===== src/rtl/tjrpu_wb_master.sv =====
// tjrpu_wb_master: single-outstanding Wishbone classic-cycle master with valid/ready
// command and response ports and a bounded bus timeout.
module tjrpu_wb_master #(
  parameter int AW = 32,
  parameter int DW = 32,
  parameter int TIMEOUT = 255,
  parameter int TW = 8
) (
  input  logic          wb_clk_i,
  input  logic          wb_rst_i,
  input  logic          cmd_valid,
  output logic          cmd_ready,
  input  logic          cmd_we,
  input  logic [AW-1:0] cmd_addr,
  input  logic [DW-1:0] cmd_wdata,
  input  logic [3:0]    cmd_sel,
  output logic          rsp_valid,
  input  logic          rsp_ready,
  output logic [DW-1:0] rsp_rdata,
  output logic          rsp_err,
  output logic          rsp_timeout,
  output logic          wbm_cyc_o,
  output logic          wbm_stb_o,
  output logic          wbm_we_o,
  output logic [3:0]    wbm_sel_o,
  output logic [AW-1:0] wbm_adr_o,
  output logic [DW-1:0] wbm_dat_o,
  input  logic [DW-1:0] wbm_dat_i,
  input  logic          wbm_ack_i,
  input  logic          wbm_err_i
);
  localparam logic [1:0] IDLE = 2'd0, BUS = 2'd1, RESP = 2'd2;
  localparam logic [TW-1:0] T_LAST = TW'(TIMEOUT == 0 ? 0 : TIMEOUT - 1);
  logic [1:0] state_q, state_d;
  logic [TW-1:0] timer_q;
  logic tmo;
  always_comb begin
    tmo = (TIMEOUT != 0) && timer_q == T_LAST;
    state_d = state_q == IDLE ? (cmd_valid ? BUS : IDLE)
            : state_q == BUS ? (wbm_err_i || wbm_ack_i || tmo ? RESP : BUS)
            : state_q == RESP && !rsp_ready ? RESP : IDLE;
  end
  assign cmd_ready = state_q == IDLE;
  always_ff @(posedge wb_clk_i) begin
    if (wb_rst_i) begin
      state_q     <= IDLE;
      timer_q     <= '0;
      rsp_valid   <= 1'b0;
      rsp_rdata   <= '0;
      rsp_err     <= 1'b0;
      rsp_timeout <= 1'b0;
      wbm_cyc_o   <= 1'b0;
      wbm_stb_o   <= 1'b0;
      wbm_we_o    <= 1'b0;
      wbm_sel_o   <= '0;
      wbm_adr_o   <= '0;
      wbm_dat_o   <= '0;
    end else begin
      state_q <= state_d;
      if (state_q == IDLE && cmd_valid) begin
        wbm_cyc_o <= 1'b1;
        wbm_stb_o <= 1'b1;
        wbm_we_o  <= cmd_we;
        wbm_adr_o <= cmd_addr & ~AW'(3);
        wbm_dat_o <= cmd_wdata;
        wbm_sel_o <= cmd_sel;
        timer_q   <= '0;
      end
      // err beats ack; with neither present the termination is a timeout
      if (state_q == BUS) begin
        if (state_d == RESP) begin
          wbm_cyc_o   <= 1'b0;
          wbm_stb_o   <= 1'b0;
          rsp_valid   <= 1'b1;
          rsp_err     <= wbm_err_i || !wbm_ack_i;
          rsp_timeout <= !wbm_err_i && !wbm_ack_i;
          rsp_rdata   <= wbm_ack_i && !wbm_err_i && !wbm_we_o ? wbm_dat_i : '0;
        end else begin
          timer_q <= timer_q + 1'b1;
        end
      end
      if (state_q == RESP && rsp_ready) begin
        rsp_valid   <= 1'b0;
        rsp_err     <= 1'b0;
        rsp_timeout <= 1'b0;
      end
    end
  end
endmodule


===== config.mk =====
export PLATFORM = sky130hd
export DESIGN_NAME = tjrpu_wb_master
export DESIGN_NICKNAME = d
export VERILOG_FILES = /design/src/rtl/tjrpu_wb_master.sv
export SDC_FILE = /design/constraint.sdc
export NUM_CORES = 1
export LEC_CHECK = 0
export ABC_AREA = 1
export CORE_MARGIN = 2
export CORE_UTILIZATION = 41
export DETAILED_ROUTE_END_ITERATION = 10
export PLACE_DENSITY = 0.85
export SLEW_MARGIN = 20
export SYNTH_ARGS = -nofsm -noshare
export SYNTH_HDL_FRONTEND = slang
export SYNTH_SLANG_ARGS = --single-unit

===== constraint.sdc =====
create_clock -name wb_clk_i -period 1.9 [get_ports wb_clk_i]
set_clock_uncertainty 0.15 [all_clocks]
set_input_delay 0.57 -clock wb_clk_i [delete_from_list [all_inputs] [get_ports wb_clk_i]]
set_output_delay 0.57 -clock wb_clk_i [all_outputs]
set_load 0.05 [all_outputs]

* Word-level counts from Yosys, hierarchy flattened *
Cells that the tools add are included.

operators by class
  add/sub/neg operators = 1
  eq/ne operators = 4
  multiplexer cells = 15
  reductions and logical operators = 16

operator list
  cell                                            number
  two-way mux 32 bit                              1
  two-way mux 8 bit                               3
  adder 8 x 1 -> 8 bit (second input constant)    1
  == test 8 bit (second input constant)           1
  two-way mux 2 bit                               4
  two-way mux 1 bit                               7
  logical AND 1 bit                               6
  == test 2 bit (second input constant)           2
  logical NOT 1 bit                               4
  logical OR 1 bit                                3
  == test 2 x 1 -> 1 bit (second input constant)  1
  logical NOT 2 bit                               1
  AND reduction 2 bit                             1
  OR reduction 2 bit                              1

storage, ports and cells
  register bits after elaboration = 114
  output and inout bits = 107
  logic and storage cells = 48

* Logic depth before layout (Yosys ltp) *
Gate-level depths: netlist of the first run.

  depth after elaboration = 8
  gate-level depth with buffers = 11
  depth with buffers taken out = 10

* Worst setup path after synthesis of the first run *
OpenSTA, ideal clock, no wires.

  path kind = register to register
  start = register state_q[1]
  end = register timer_q[4]
  library setup time = 0.117 ns
  data arrival time = 1.803 ns
  data required time = 1.633 ns
  path slack = -0.170 ns
  stages on the path, launching flop included = 8
  path buffers = 1
  clock period less this slack = 2.070 ns
  path through = dfxtp_1 > nor2_1 > nand2_1 > inv_2 > clkbuf_1 > o21ai_0 > nand2_1 > nor2_1

RTL lines
  element                                                        RTL line  source
  start, declared                                                34        logic [1:0] state_q, state_d;
  start signal, assigned                                         59        state_q <= state_d;
  logical NOT 2 bit *                                            n/a
  via cmd_ready                                                  12        output logic cmd_ready,
  two-way mux 2 bit / logical AND 1 bit (equally long branches)  39, 60
  == test 2 bit / two-way mux 8 bit (equally long branches)      71, 60
  two-way mux 8 bit                                              71        if (state_d == RESP) begin
  two-way mux 8 bit *                                            70        if (state_q == BUS) begin
  end signal, assigned                                           79        timer_q <= timer_q + 1'b1;
  end, declared                                                  35        logic [TW-1:0] timer_q;

The timed path passes the listed nets; every way through them passes the cells marked *.
A chain may end at the register's enable or synchronous reset.

* Worst setup path after layout of the first run *
  start = register state_q[0]
  end = output cmd_ready

on the way
  cells in the longest elaborated chain, start to end = 1

RTL lines
  element            RTL line  source
  logical NOT 2 bit  43        assign cmd_ready = state_q == IDLE;
  end, declared      12

Every way passes these cells.

==> results.py, run 1 <==
metrics = {
    "outcome": {
        "status": "completed",
    },
    "final_layout": {
        "nFillCells": 640,
        "n_antenna_cell": 0,
        "instances_no_fill": 928,
        "final_common_cell": "nor2_1",
        "most-common-layout-cells": "151 x nor2_1, 115 x buf_12, 112 x dfxtp_1",
        "fin_nets": 887,
        "area_growth_pct": 88.20,
        "utilization": 0.7896,
        "drive_gt1_frac": 0.2995,
    },
    "timing": {
        "fmax_mhz": 538.7,
        "slew_violations": 0,
        "min_period_ps": 1856,
        "setup_viol": 0,
        "hold_viol": 0,
        "finalCritPeriodShare": 0.9770,
    },
    "placed_design": {
        "placed_cells": 898,
        "gp_congestion": 0.8291,
        "dpl.hpwl_mm": 10.85,
        "io_buffers": 209,
    },
    "setup_path": {
        "cp-start-kind": "register",
        "cp_slowest_cell": "dfxtp_2",
        "r2r_start": "timer_q[0]",
        "path_max_fanout": 3,
        "crit_required_ps": 1180,
        "critical_path.max_stage_delay_ps": 340,
        "crit_path_start": "state_q[0]",
        "path_delay_family": "flip-flops",
        "cp_cell_sequence": "nor2_4 -> buf_12",
        "cp-end-kind": "output port",
        "crit_arrival_ps": 1140,
        "crit_buf_inv": 1,
        "crit_type": "reg -> out",
    },
    "die": {
        "rows": 38,
        "die-area_um2": 11950,
        "fp.coreArea_um2": 10840,
        "initial_utilization": 0.4196,
        "io_pins": 214,
        "die_y_um": 109.3,
        "die_w_um": 109.3,
    },
    "synth": {
        "ys.flop_type": "dfxtp_1",
        "synth_top_area_cell": "dfxtp_1",
        "syn_avg_cell_area_um2": 8.122,
        "ys_ff_latch": 114,
        "synth_top_family_by_area": "simple AND/OR/NAND/NOR gates",
        "synthSimpleGateAreaFrac": 0.2828,
        "synth.yosys.warnings": 0,
        "yosys.area_share.xor_xnor": 0.001926,
        "async_flop_share": 0,
        "synth_area_um2": 4548,
        "muxShareOfSynthArea": 0,
        "seq_area_frac_synth": 0.5018,
        "netlist_top_cells_area": "dfxtp_1 50%, nor2_1 13%, o21ai_0 8.0%",
        "synth_compound_area_frac": 0.1477,
        "synth_edf_count": 0,
        "synthCells": 560,
        "synthAdderAreaFrac": 0.005502,
        "yosys.area.top_type_share": 0.5018,
        "ys_types": 30,
    },
    "grt": {
        "grt_pass1_wl_mm": 23.05,
        "grt_usage": 0.2488,
        "overflow": 0,
        "grt_pass1_vias": 4789,
        "grt_max_degree": 46,
        "antenna_found_initial": 0,
    },
    "pwr": {
        "vdd_drop_max_mv": 0.5849,
        "p_leak_nw": 3.404,
        "p_per_area_nw_per_um2": 883.1,
    },
    "cts": {
        "path_clk_slew_ps": 50,
        "cts_tree": "done",
        "cts_sinks": 114,
        "root_buffer": "clkbuf_8",
        "clkLatencyLatePin_ps": 500,
        "ctsHoldBuffers": 0,
        "numCtsBuffers": 17,
        "clockBufferDepth": 2,
        "cts_max_level": 4,
    },
    "drt": {
        "vias": 4619,
        "drt_pre_antenna_iters": 5,
        "wl_per_cell_um": 15.85,
        "vias_per_cell": 4.977,
        "drc": 0,
        "drt_iter0_drc": 314,
        "antenna_left": 0,
        "routed_wl_mm": 14.71,
    },
    "min_path": {
        "hold_start": "rsp_rdata[4]",
        "min_path_type": "reg -> reg",
    },
    "run": {
        "cap_violations": 0,
    },
}
==> per-layer routing <==
| layer | part of all wire | wire [um] | global-route usage | vias up |
|---|---|---|---|---|
| li1 | - | - | - | 2235 |
| met1 | 0.36 | 5255 | 0.2609 | 2179 |
| met2 | 0.55 | 8149 | 0.4533 | 168 |
| met3 | 0.055 | 809 | 0.06995 | 37 |
| met4 | 0.034 | 499 | 0.1230 | 0 |
| met5 | 0 | 0 | 0 | - |
==> power breakdown <==
group / leakage [nW] / switching [mW] / internal, mW
registers: 0.937 / 0.178 / 2.56
logic: 2.20 / 1.04 / 0.975
clock network: 0.266 / 1.02 / 1.80
==> cells in the mapped netlist, types with 3 or more instances <==
master,n
nor2_1,152
dfxtp_1,114
o21ai_0,73
nand2_1,68
nand3_2,29
o21ai_2,28
clkbuf_1,22
inv_1,16
buf_2,8
nand3_1,8
a21oi_1,6
buf_6,4
nand2_2,4
nor3_1,4
nand4_1,3
o21ai_1,3
or2_2,3
==> cells by family (layout without fill, tap and decap cells) <==
family	Yosys count	in the layout
AO/OA/AOI/OAI	111	111
XOR/XNOR	1	1
adder cells (fa/ha/maj)	2	2
buffers and inverters	56	283
flip-flops	114	114
other	1	2
AND/OR/NAND/NOR	275	275
==> worst reg2reg max path, cell delays in order (launching register included) <==
cell     delay (ps)
dfxtp_1         320
inv_1           100
ha_1            180
nand2_1          80
nor2_1          150
nand2_2         110
nand2_4         150
nand2_8         100
buf_12          180
nand3_2          90
o21ai_2          70
==> registers in the layout (all words and copies together) (netlist names) <==
register	count
rsp_err	1
rsp_rdata	32
rsp_timeout	1
rsp_valid	1
state_q	2
timer_q	8
wbm_adr_o	30
wbm_cyc_o	1
wbm_dat_o	32
wbm_sel_o	4
wbm_stb_o	1
wbm_we_o	1
==> through the flow <==
| stage | worst slack (ps) | instance area, um^2 | power, mW | hold WS [ps] | setup TNS, ps |
|---|---|---|---|---|---|
| floorplan | 103.0 | 4554 | 3.653 | 308.4 | 0 |
| global placement | -185.5 | 8009 | 4.723 | 316.8 | -6934 |
| finish | 43.61 | 8559 | 7.559 | 352.5 | 0 |
| global route | -7.081 | 8559 | 7.855 | 369.4 | -7.081 |
| detailed placement | -295.4 | 8009 | 4.785 | 346.3 | -11090 |
| CTS | 9.969 | 8537 | 7.603 | 354.6 | 0 |
==> path summary, 6_finish.rpt <==
| check | end | slack (ps) | depth (start not counted) |
|---|---|---|---|
| setup / recovery | cmd_ready | 40 | 2 |
| hold / removal | rsp_rdata[4] | 350 | 2 |
| setup reg to reg | rsp_rdata[29] | 120 | 10 |
| hold reg to reg | rsp_rdata[4] | 350 | 2 |
==> cell type report <==
type	count	area, um^2	share of cell area
clock inverter	7	60.06	0.007017
tap	140	175.2	0.02046
sequential	114	2285	0.2669
inverter	17	65.06	0.007601
multi-input combinational	391	2033	0.2375
timing repair buffer	237	3478	0.4064
clock buffer	22	462.9	0.05409
==> repair_timing <==
action	4_1_cts	5_1_grt
pin swaps	0	1
gates resized for setup	1	4
setup endpoints to repair	1	32
cloned	0	0
buffers inserted	0	1
Power figures use the tool's default switching activity.
==> run 2, diff against run 1 <==
--- a/config.mk
+++ b/config.mk
@@ -6,7 +6,7 @@
 export NUM_CORES = 1
 export LEC_CHECK = 0
 export ABC_AREA = 1
-export CORE_MARGIN = 2
+export CAP_MARGIN = 10
 export CORE_UTILIZATION = 41
 export DETAILED_ROUTE_END_ITERATION = 10
 export PLACE_DENSITY = 0.85
==> run 2 against run 1 <==
Combinational power about the same. Largest cell class unchanged. Setup slack got worse by 3.7 ps. Via count grew 0.37%. Power grew 0.72%. Fmax shrank 0.20%. Critical path depth is the same. Clock power rose by 2%. Sequential power hardly changed. Sequential share of layout area is 0.11 points lower. First-iteration DRC count shrank 31%.
==> results.py, run 2 (synthesis results as in run 1) <==
metrics = {
    "final_layout": {
        "utilization": 0.7924,
        "drive_gt1_frac": 0.3014,
        "most-common-layout-cells": "151 x nor2_1, 116 x buf_12, 113 x dfxtp_1",
        "instances_no_fill": 933,
        "final_common_cell": "nor2_1",
        "stdcell_area_um2": 8589,
        "n_antenna_cell": 0,
        "fin_nets": 889,
        "nFillCells": 664,
        "area_growth_pct": 88.86,
        "reg.largest.list": "rsp_rdata x32, wbm_dat_o x32, wbm_adr_o x30",
    },
    "setup_path": {
        "crit_required_ps": 1180,
        "critical_path.max_stage_delay_ps": 340,
        "path_max_fanout": 3,
        "crit_type": "reg -> out",
        "cp_slowest_cell": "dfxtp_2",
        "path_delay_family": "flip-flops",
        "cp-end-kind": "output port",
        "r2r_slack_ps": 100,
        "cp_cell_sequence": "nor2_4 -> buf_12",
        "crit_buf_inv": 1,
        "cp-start-kind": "register",
        "crit_arrival_ps": 1140,
    },
    "placed_design": {
        "placed_cells": 900,
        "io_buffers": 209,
        "place_area_um2": 8030,
        "dpl.hpwl_mm": 10.46,
        "gp_congestion": 0.8146,
        "pre_cts_ws_ps": -295.4,
    },
    "cts": {
        "root_buffer": "clkbuf_8",
        "clockBufferDepth": 2,
        "ctsHoldBuffers": 0,
        "numCtsBuffers": 17,
        "path_clk_slew_ps": 50,
        "cts_tree": "done",
        "cts_sinks": 114,
        "clkLatencyLatePin_ps": 510,
        "cts_max_level": 4,
    },
    "drt": {
        "routed_wl_mm": 14.24,
        "vias": 4636,
        "drt_pre_antenna_iters": 5,
        "antenna_left": 0,
        "drc": 0,
        "drt_iter0_drc": 217,
        "wl_per_cell_um": 15.26,
        "vias_per_cell": 4.969,
    },
    "grt": {
        "overflow": 0,
        "met3_usage": 0.07324,
        "grt_max_degree": 60,
        "grt_pass1_vias": 4850,
        "grt_pass1_wl_mm": 23.00,
        "busiest_layer": "met2",
        "gr-usage-met1": 0.2604,
        "grtUsageMet2": 0.4756,
        "antenna_found_initial": 0,
        "grt_usage": 0.2590,
    },
    "die": {
        "initial_utilization": 0.4196,
        "fp.coreArea_um2": 10840,
        "die_w_um": 107.3,
        "die_y_um": 107.3,
        "die-area_um2": 11520,
        "io_pins": 214,
        "rows": 38,
    },
    "timing": {
        "fmax_mhz": 537.6,
        "hold_viol": 0,
        "fin_setup_tns_ps": 0,
        "rsz0062_at_grt": "true",
        "setup_ws_ps": 39.92,
        "slew_violations": 0,
        "setup_viol": 0,
        "finalCritPeriodShare": 0.9790,
        "min_period_ps": 1860,
    },
    "min_path": {
        "min_path_type": "reg -> reg",
    },
    "pwr": {
        "p_leak_nw": 3.406,
        "vdd_drop_max_mv": 0.6252,
        "p_per_area_nw_per_um2": 886.4,
    },
    "outcome": {
        "status": "completed",
    },
    "run": {
        "cap_violations": 0,
    },
}
==> run 2: cell type report <==
| class | count | area, um^2 | area share |
|---|---|---|---|
| clock buffer | 22 | 452.9 | 0.05273 |
| timing repair buffer | 239 | 3506 | 0.4082 |
| tap | 140 | 175.2 | 0.02039 |
| inverter | 17 | 65.06 | 0.007575 |
| sequential | 114 | 2283 | 0.2658 |
| multi-input combinational | 391 | 2022 | 0.2354 |
| clock inverter | 10 | 85.08 | 0.009905 |
==> run 2: timing repair <==
action,in CTS,in global routing
endpoints found under the setup margin,1,4
gates resized for setup,1,2
gates cloned,0,0
pin swaps,0,1
setup buffers,0,1
==> run 2: worst paths after layout <==
| check | startpoint | cells after the start | endpoint |
|---|---|---|---|
| max | state_q[0] | 2 | cmd_ready |
| min | timer_q[0] | 2 | timer_q[0] |
| max reg2reg | timer_q[0] | 10 | rsp_rdata[0] |
| min reg2reg | timer_q[0] | 2 | timer_q[0] |
==> run 2: through the flow <==
step | power, mW | hold WS, ps
after floorplan | 3.653 | 308.4
after global placement | 4.721 | 318.7
after detailed placement | 4.784 | 335.1
after CTS | 7.660 | 343.0
after global routing | 7.900 | 368.7
final | 7.614 | 344.1
==> run 2: per-layer routing <==
| metal | wire length, um | share of wire | vias up |
|---|---|---|---|
| li1 | - | - | 2245 |
| met1 | 5084 | 0.36 | 2161 |
| met2 | 7695 | 0.54 | 181 |
| met3 | 813 | 0.057 | 49 |
| met4 | 647 | 0.045 | 0 |
| met5 | 0 | 0 | - |
==> run 2: report_power, final <==
part	internal, mW	leakage [nW]	switching [mW]
registers	2.56	0.937	0.180
logic	0.976	2.21	1.03
clock network	1.79	0.257	1.08
==> run 2: worst min-delay path, stage by stage, from the launching register on <==
cell     delay, ps
dfxtp_1        320
nand2_1         70
a21oi_1         60
==> run 3, diff against run 2 <==
--- a/config.mk
+++ b/config.mk
@@ -7,6 +7,8 @@
 export LEC_CHECK = 0
 export ABC_AREA = 1
 export CAP_MARGIN = 10
+export CORE_ASPECT_RATIO = 2
+export CORE_MARGIN = 5
 export CORE_UTILIZATION = 41
 export DETAILED_ROUTE_END_ITERATION = 10
 export PLACE_DENSITY = 0.85
==> run 3 against run 2 <==
Clock-buffer cell count decreased by 2. Global-route usage is 3.1 points lower. Wire length is 8.1% higher. Critical path depth unchanged. Largest power group unchanged. Combinational power about the same. First-iteration DRC count increased by 1.4%. Power rose by 4.0%. Final area is essentially flat. Clock power increased by 11%. Register-to-register slack improved by 30 ps. Flip-flop and latch count stayed put. Fmax grew 2.1%.
==> results.py, run 3 (synthesis results as in run 1) <==
metrics = {
    "final_layout": {
        "fin_nets": 884,
        "instances_no_fill": 926,
        "nFillCells": 635,
        "final_common_cell": "nor2_1",
        "drive_gt1_frac": 0.2964,
        "area_growth_pct": 88.97,
        "reg.largest.list": "rsp_rdata x32, wbm_dat_o x32, wbm_adr_o x30",
        "n_antenna_cell": 0,
        "most-common-layout-cells": "151 x nor2_1, 115 x buf_12, 114 x dfxtp_1",
    },
    "cts": {
        "ctsHoldBuffers": 0,
        "path_clk_slew_ps": 50,
        "root_buffer": "clkbuf_16",
        "cts_sinks": 114,
        "clockBufferDepth": 2,
        "numCtsBuffers": 17,
        "cts_tree": "done",
        "clkLatencyLatePin_ps": 390,
        "cts_resized": 0,
        "cts_setup_buffers": 0,
        "cts_max_level": 4,
    },
    "die": {
        "die-area_um2": 13430,
        "io_pins": 214,
        "die_y_um": 159.0,
        "die_w_um": 84.48,
        "fp.coreArea_um2": 10880,
        "initial_utilization": 0.4181,
        "rows": 54,
    },
    "setup_path": {
        "crit_buf_inv": 1,
        "crit_arrival_ps": 1100,
        "cp-end-kind": "output port",
        "cp_slowest_cell": "dfxtp_1",
        "r2r_end": "rsp_rdata[26]",
        "path_max_fanout": 2,
        "r2r_slack_ps": 130,
        "reg2reg_depth": 9,
        "crit_type": "reg -> out",
        "cp_cell_sequence": "nor2_2 -> buf_12",
        "critical_path.max_stage_delay_ps": 320,
        "cp-start-kind": "register",
        "path_delay_family": "flip-flops",
        "r2r_start": "timer_q[0]",
        "crit_required_ps": 1180,
    },
    "timing": {
        "fmax_mhz": 548.9,
        "rsz0062_at_grt": "false",
        "finalCritPeriodShare": 0.9589,
        "hold_viol": 0,
        "setup_viol": 0,
        "whs_ps": 344.8,
        "min_period_ps": 1822,
        "slew_violations": 0,
    },
    "placed_design": {
        "placed_cells": 896,
        "gp_congestion": 0.8664,
        "dpl.hpwl_mm": 11.76,
        "io_buffers": 209,
    },
    "outcome": {
        "status": "completed",
    },
    "drt": {
        "antenna_left": 0,
        "vias_per_cell": 4.994,
        "drt_pre_antenna_iters": 6,
        "routed_wl_mm": 15.40,
        "wl_per_cell_um": 16.63,
        "vias": 4624,
        "drc": 0,
        "drt_iter0_drc": 220,
    },
    "min_path": {
        "min_path_type": "reg -> reg",
        "hold_start": "timer_q[0]",
        "whs_endpoint": "timer_q[0]",
        "hold_path_depth": 2,
    },
    "grt": {
        "grt_pass1_wl_mm": 24.61,
        "antenna_found_initial": 0,
        "grt_usage": 0.2280,
        "grt_max_degree": 67,
        "overflow": 0,
        "grt_pass1_vias": 4837,
    },
    "pwr": {
        "vdd_drop_max_mv": 0.7610,
        "p_per_area_nw_per_um2": 921.2,
        "p_leak_nw": 3.399,
    },
    "run": {
        "cap_violations": 0,
    },
}
==> run 3: cell types whose count changed in the layout (fill, tap and decap cells not counted), sizes merged <==
cell    change
clkbuf      -2
bufinv      +2
clkinv      -2
buf         -5
==> run 3: where the power goes <==
part	leakage, nW	total, mW	switching [mW]	internal (mW)
logic	2.18	2.00	1.04	0.967
registers	0.936	2.73	0.176	2.56
clock network	0.280	3.18	1.07	2.11
==> run 3: metrics by stage <==
stage | cell area (um^2) | setup slack, ps | utilization | setup TNS [ps] | power [mW]
floorplan | 4554 | 103.0 | - | 0 | 3.653
global placement | 7994 | -181.6 | 0.7349 | -6451 | 4.732
detailed placement | 7994 | -278.5 | 0.7349 | -9932 | 4.791
CTS | 8586 | 59.61 | 0.7893 | 0 | 7.983
global route | 8594 | 25.12 | 0.7901 | 0 | 8.199
finish | 8594 | 78.11 | 0.7901 | 0 | 7.917
==> run 3: worst max path at each step <==
stage / start / to / cells past startpoint
after CTS: state_q[1] / cmd_ready / 2
after detailed placement: wbm_err_i / timer_q[1] / 10
after global routing: timer_q[0] / timer_q[1] / 11
after floorplan: state_q[1] / timer_q[4] / 7
after global placement: wbm_ack_i / timer_q[1] / 10
final: state_q[1] / cmd_ready / 2
==> run 3: final cells by class <==
| cell class | count | area [um^2] | area share |
|---|---|---|---|
| clock buffer | 20 | 456.7 | 0.05314 |
| clock inverter | 10 | 135.1 | 0.01572 |
| inverter | 17 | 65.06 | 0.007570 |
| multi-input combinational | 391 | 2021 | 0.2351 |
| sequential | 114 | 2282 | 0.2655 |
| tap | 140 | 175.2 | 0.02038 |
| timing repair buffer | 234 | 3460 | 0.4025 |
==> run 3: per-layer routing <==
metal,global-route usage,up-vias,routed length [um]
li1,-,2230,-
met1,0.2116,2146,4887
met2,0.4335,199,8764
met3,0.06784,49,1000
met4,0.1189,0,748
met5,0,-,0
==> run 3: tightest hold or removal path, cell delays in order (launching register included) <==
cell and delay [ps]:
dfxtp_1 320, nand2_1 70, a21oi_1 50
